--- src/rtl/sync_fifo_ctrl_pkg.sv ---
// Shared sizing helpers and defaults for buffer blocks.
// Ports: none (package).
package sync_fifo_ctrl_pkg;

  localparam int FIFO_DATA_WIDTH = 16;
  localparam int FIFO_ADDR_WIDTH = 4;

  function automatic int fifo_depth(int aw);
    return 1 << aw;
  endfunction

  function automatic int fifo_cnt_w(int aw);
    return aw + 1;
  endfunction

endpackage

--- src/rtl/fifo_sdp_ram.sv ---
// Simple dual-port RAM, one write port, registered read.
// Ports: Clock, Reset, we/waddr/wdata, re/raddr, rdata.
module fifo_sdp_ram
  import sync_fifo_ctrl_pkg::*;
#(
  parameter int DATA_WIDTH = FIFO_DATA_WIDTH,
  parameter int ADDR_WIDTH = FIFO_ADDR_WIDTH
) (
  input  logic                  Clock,
  input  logic                  Reset,
  input  logic                  we,
  input  logic [ADDR_WIDTH-1:0] waddr,
  input  logic [DATA_WIDTH-1:0] wdata,
  input  logic                  re,
  input  logic [ADDR_WIDTH-1:0] raddr,
  output logic [DATA_WIDTH-1:0] rdata
);

  localparam int DEPTH = fifo_depth(ADDR_WIDTH);

  logic [DATA_WIDTH-1:0] mem [DEPTH];

  always_ff @(posedge Clock) begin
    if (we) begin
      mem[waddr] <= wdata;
    end
  end

  // read register holds when not enabled
  always_ff @(posedge Clock) begin
    if (Reset) begin
      rdata <= '0;
    end else if (re) begin
      rdata <= mem[raddr];
    end
  end

endmodule

--- src/rtl/sync_fifo_ctrl.sv ---
// Single-clock FIFO: pointers, occupancy and flags around an SDP RAM.
// Ports: Clock, Reset, iClear, iPush/iDataIn, iPop, oDataOut/oDataValid,
//        oFull, oEmpty, oAlmostFull, oAlmostEmpty, oCount,
//        oOverflow, oUnderflow.
module sync_fifo_ctrl
  import sync_fifo_ctrl_pkg::*;
#(
  parameter int DATA_WIDTH         = FIFO_DATA_WIDTH,
  parameter int ADDR_WIDTH         = FIFO_ADDR_WIDTH,
  parameter int ALMOST_FULL_LEVEL  = 12,
  parameter int ALMOST_EMPTY_LEVEL = 2
) (
  input  logic                  Clock,
  input  logic                  Reset,
  input  logic                  iClear,
  input  logic                  iPush,
  input  logic [DATA_WIDTH-1:0] iDataIn,
  input  logic                  iPop,
  output logic [DATA_WIDTH-1:0] oDataOut,
  output logic                  oDataValid,
  output logic                  oFull,
  output logic                  oEmpty,
  output logic                  oAlmostFull,
  output logic                  oAlmostEmpty,
  output logic [ADDR_WIDTH:0]   oCount,
  output logic                  oOverflow,
  output logic                  oUnderflow
);

  localparam int DEPTH = fifo_depth(ADDR_WIDTH);
  localparam int CW    = fifo_cnt_w(ADDR_WIDTH);

  localparam logic [CW-1:0] DEPTH_C = CW'(DEPTH);
  localparam logic [CW-1:0] AF_C = CW'(ALMOST_FULL_LEVEL);
  localparam logic [CW-1:0] AE_C = CW'(ALMOST_EMPTY_LEVEL);
  localparam logic [CW-1:0] CNT_ONE = CW'(1);
  localparam logic [ADDR_WIDTH-1:0] PTR_ONE = ADDR_WIDTH'(1);

  logic [ADDR_WIDTH-1:0] wr_ptr, rd_ptr;
  logic [ADDR_WIDTH-1:0] wr_nxt, rd_nxt;
  logic [CW-1:0]         cnt, cnt_nxt;

  logic push_ok, pop_ok;
  logic ov_nxt, un_nxt;

  // accept decisions use pre-edge flags only;
  // a flush suppresses every request
  assign push_ok = iPush & ~oFull & ~iClear;
  assign pop_ok  = iPop & ~oEmpty & ~iClear;

  always_comb begin
    wr_nxt  = wr_ptr;
    rd_nxt  = rd_ptr;
    cnt_nxt = cnt;
    ov_nxt  = 1'b0;
    un_nxt  = 1'b0;
    if (iClear) begin
      wr_nxt  = '0;
      rd_nxt  = '0;
      cnt_nxt = '0;
    end else begin
      ov_nxt = iPush & oFull;
      un_nxt = iPop & oEmpty;
      if (push_ok) begin
        wr_nxt = wr_ptr + PTR_ONE;
      end
      if (pop_ok) begin
        rd_nxt = rd_ptr + PTR_ONE;
      end
      unique case ({push_ok, pop_ok})
        2'b10:   cnt_nxt = cnt + CNT_ONE;
        2'b01:   cnt_nxt = cnt - CNT_ONE;
        default: cnt_nxt = cnt;
      endcase
    end
  end

  always_ff @(posedge Clock) begin
    if (Reset) begin
      wr_ptr       <= '0;
      rd_ptr       <= '0;
      cnt          <= '0;
      oDataValid   <= 1'b0;
      oOverflow    <= 1'b0;
      oUnderflow   <= 1'b0;
      oFull        <= 1'b0;
      oEmpty       <= 1'b1;
      oAlmostFull  <= 1'b0;
      oAlmostEmpty <= 1'b1;
    end else begin
      wr_ptr       <= wr_nxt;
      rd_ptr       <= rd_nxt;
      cnt          <= cnt_nxt;
      oDataValid   <= pop_ok;
      oOverflow    <= ov_nxt;
      oUnderflow   <= un_nxt;
      oFull        <= (cnt_nxt == DEPTH_C);
      oEmpty       <= (cnt_nxt == '0);
      oAlmostFull  <= (cnt_nxt >= AF_C);
      oAlmostEmpty <= (cnt_nxt <= AE_C);
    end
  end

  assign oCount = cnt;

  // read port only advances on an accepted pop,
  // so a flush leaves the last word on oDataOut
  fifo_sdp_ram #(
    .DATA_WIDTH(DATA_WIDTH),
    .ADDR_WIDTH(ADDR_WIDTH)
  ) u_ram (
    .Clock (Clock),
    .Reset (Reset),
    .we    (push_ok & ~Reset),
    .waddr (wr_ptr),
    .wdata (iDataIn),
    .re    (pop_ok & ~Reset),
    .raddr (rd_ptr),
    .rdata (oDataOut)
  );

endmodule

--- config.mk ---
export PLATFORM = sky130hd
export DESIGN_NAME = sync_fifo_ctrl
export DESIGN_NICKNAME = d
export VERILOG_FILES = /design/src/rtl/sync_fifo_ctrl_pkg.sv /design/src/rtl/fifo_sdp_ram.sv /design/src/rtl/sync_fifo_ctrl.sv
export SDC_FILE = /design/constraint.sdc
export NUM_CORES = 1
export LEC_CHECK = 0
export CAP_MARGIN = 20
export CORE_MARGIN = 1
export CORE_UTILIZATION = 50
export CTS_CLUSTER_DIAMETER = 40
export DETAILED_ROUTE_END_ITERATION = 7
export HOLD_SLACK_MARGIN = 0.1
export PLACE_DENSITY = 0.68
export SYNTH_ARGS = -nofsm -noshare
export SYNTH_HDL_FRONTEND = slang
export SYNTH_SLANG_ARGS = --single-unit
--- constraint.sdc ---
create_clock -name Clock -period 3.1 [get_ports Clock]
set_input_delay 0.31 -clock Clock [delete_from_list [all_inputs] [get_ports Clock]]
set_output_delay 0.31 -clock Clock [all_outputs]
set_load 0.01 [all_outputs]
==> flow_summary_export.csv <==
group,metric,value,unit
run_status,status,"finished, violations left",
run_status,violations,"DRC",
setup_path,criticalPathCategory,"reg -> reg",
yosys,yosysSeqAreaShare,74.6,%
routing,drc,6,
global_route,grtUsageTotal,20.9,%
setup_path,required,3.48,ns
clock_network,cts_max_level,2,
clock_network,clk_latency,0.52,ns
placed_design,dp.cells,915,
layout,nets,703,
min_path,min_path_type,"in -> reg",
pwr,ir_drop,0.454,mV
flow_run,drv_cap,0,
yosys,postSynthNetCount,610,
placed_design,port_buffers,48,
timing,clock_skew,0.0177,ns
routing,vias,5647,
floorplanning,rows,54,
setup_path,crit_start,"oFull",
pwr,power_density,646,nW/um^2
timing,period_share,86.8,%
pwr,p_leak,0.00430,uW
routing,final_antenna_net_count,0,
layout,instances_no_fill,983,
setup_path,cp_max_fo,4,
clock_network,cts_made_buffers,37,
min_path,worstHoldStart,"iPush",
global_route,grt_overflow_total,0,
placed_design,gp_congestion,0.761,
yosys,synth_edf_count,256,
floorplanning,die_w,152,um
timing,relSlewSlack,52.5,%
yosys,synthFlopType,"edfxtp_1",
clock_network,post_cts_buffers,0,
yosys,synth_warnings,0,
global_route,grt_max_degree,36,
global_route,grt_pass1_wl,35400,um
floorplanning,die_area,23100,um^2
timing,tightest_slew,0.713,ns
layout,layout-drive-gt1-share,23.9,%
routing,drt_wl_total,23300,um
routing,vias_per_cell,5.74,
layout,layout_common_cells,"edfxtp_1 (256), mux4_2 (64), nor2_1 (50), clkdlybuf4s50_1 (48), clkbuf_16 (39)",
routing,drt_first_iter_violations,532,
timing,setup-violations-final,0,
timing,grt_setup_unrepaired,"no",
setup_path,end_kind,"register",
routing,wl_per_cell,23.7,um
yosys,synthArstFlopShare,0,%
timing,drv_slew,0,
layout,area_delta_synth_final,19.8,%
floorplanning,die_h,152,um
routing,first_pass_iters,6,
clock_network,hold_buffers,0,
yosys,syn_inst,581,
timing,clock.fmax,371,MHz
placed_design,dpl.hpwl,13600,um
clock_network,cts_tree,"built",
yosys,synthesis.area,11300,um^2
setup_path,crit_arrival,3.07,ns
global_route,antenna_found_initial,0,
timing,hold_violations,0,
layout,layout_commonest_cell,"edfxtp_1",
yosys,ys_ff_latch,292,
global_route,grt_pass1_vias,6011,
setup_path,worstSetupStartpointType,"register",
clock_network,clockBufferDepth,3,
timing,min_period,2.69,ns
yosys,synth_cell_types,41,
clock_network,clk_pin_slew_worst_paths,0.05,ns
timing,fin_tns_setup,0,ns
yosys,postSynthAreaPerCell,19.4,um^2
floorplanning,initial_core_util,51.3,%
floorplanning,io_pins,49,
layout,fillers,1536,
clock_network,cts-resized-gates,0,
setup_path,r2r-start,"oFull",
clock_network,cts_root_buf,"clkbuf_16",
layout,n_antenna_cell,0,
clock_network,clock_sinks,292,
floorplanning,coreArea,22000,um^2
==> stage by stage <==
stage / setup WS (ns) / total power (uW) / area, um^2 / hold WS (ns) / util [%]
3_3_place_gp: 0.186 / 4530 / 12300 / 0.467 / 55.8
6_report: 0.408 / 8730 / 13500 / 0.438 / 61.5
2_1_floorplan: 0.588 / 4440 / 11300 / 0.409 / -
5_1_grt: 0.209 / 8980 / 13500 / 0.448 / 61.5
4_1_cts: 0.413 / 8800 / 13500 / 0.424 / 61.5
3_5_place_dp: 0.0583 / 4540 / 12300 / 0.464 / 55.8
==> synth_stat cells (2+ instances only) <==
cell        n  area (um^2)
buf_2      14         70.1
edfxtp_1  256         7690
o21ai_0    13         65.1
nor2_1     50          188
a211oi_1    2         15.0
clkbuf_1    8         30.0
nand2b_1    7         43.8
inv_1       4         15.0
nor3_1      5         25.0
nand3_1     2         10.0
mux4_2     64         1440
buf_6       3         33.8
o21ai_1     7         35.0
buf_4       5         37.5
nand2_1    11         41.3
and3_1      2         12.5
nand4_1     2         12.5
xor2_1      9         78.8
nand3b_1    2         15.0
mux2i_1    33          330
xnor2_1     3         26.3
a21oi_1    18         90.1
dfxtp_1    36          721
ha_1        8          100
==> power breakdown <==
part	internal, uW	total, uW	switching (uW)
registers	4290	4300	9.83
clock network	2670	4270	1600
logic	64.5	160	95.1
==> metal layers <==
| metal | part of all wire (%) | up-vias | global-route usage, % |
|---|---|---|---|
| li1 | - | 2503 | - |
| met1 | 40 | 2924 | 26.2 |
| met2 | 52 | 165 | 36.3 |
| met3 | 5.2 | 55 | 3.92 |
| met4 | 2.6 | 0 | 7.82 |
| met5 | 0 | - | 0 |
==> cells by family after synthesis <==
kind of cell    synth area share [%]
mux                             15.7
fa+ha+maj                      0.888
compound gates                  2.42
flops                           74.6
buf+inv                         1.69
xor+xnor                        1.14
simple gates                    3.54
==> sequential cells by signal (all words and copies together) (netlist names) <==
signal        cells
u_ram.mem       256
oFull             1
u_ram.rdata      16
oAlmostFull       1
oDataValid        1
oUnderflow        1
wr_ptr            4
rd_ptr            4
oAlmostEmpty      1
oCount            5
oOverflow         1
oEmpty            1
==> worst paths after layout <==
| path | cells after the start | to | slack (ns) |
|---|---|---|---|
| setup / recovery | 12 | oAlmostEmpty | 0.41 |
| setup reg to reg | 12 | oAlmostEmpty | 0.41 |
| hold / removal | 2 | oOverflow | 0.44 |
| hold reg to reg | 2 | u_ram.rdata[12] | 0.47 |
==> final cells by class <==
cell class / count / area, um^2 / share of cell area (%)
tap: 280 / 350 / 2.59
clock buffer: 45 / 1010 / 7.47
clock inverter: 23 / 240 / 1.78
multi-input combinational: 254 / 2690 / 19.9
timing repair buffer: 85 / 783 / 5.80
sequential: 292 / 8410 / 62.3
inverter: 4 / 15.0 / 0.111
==> worst max-delay path: stages, from the launching register on <==
cell and delay [ns]:
dfxtp_1 0.33, nand2b_1 0.18, nor2_1 0.17, inv_1 0.09
ha_1 0.23, xor2_1 0.17, ha_1 0.25, a21oi_2 0.17
xor2_1 0.24, and4b_1 0.24, a32o_1 0.21, nor2_1 0.18
o21ai_0 0.13
No activity file was read; power rests on OpenSTA's default activity.
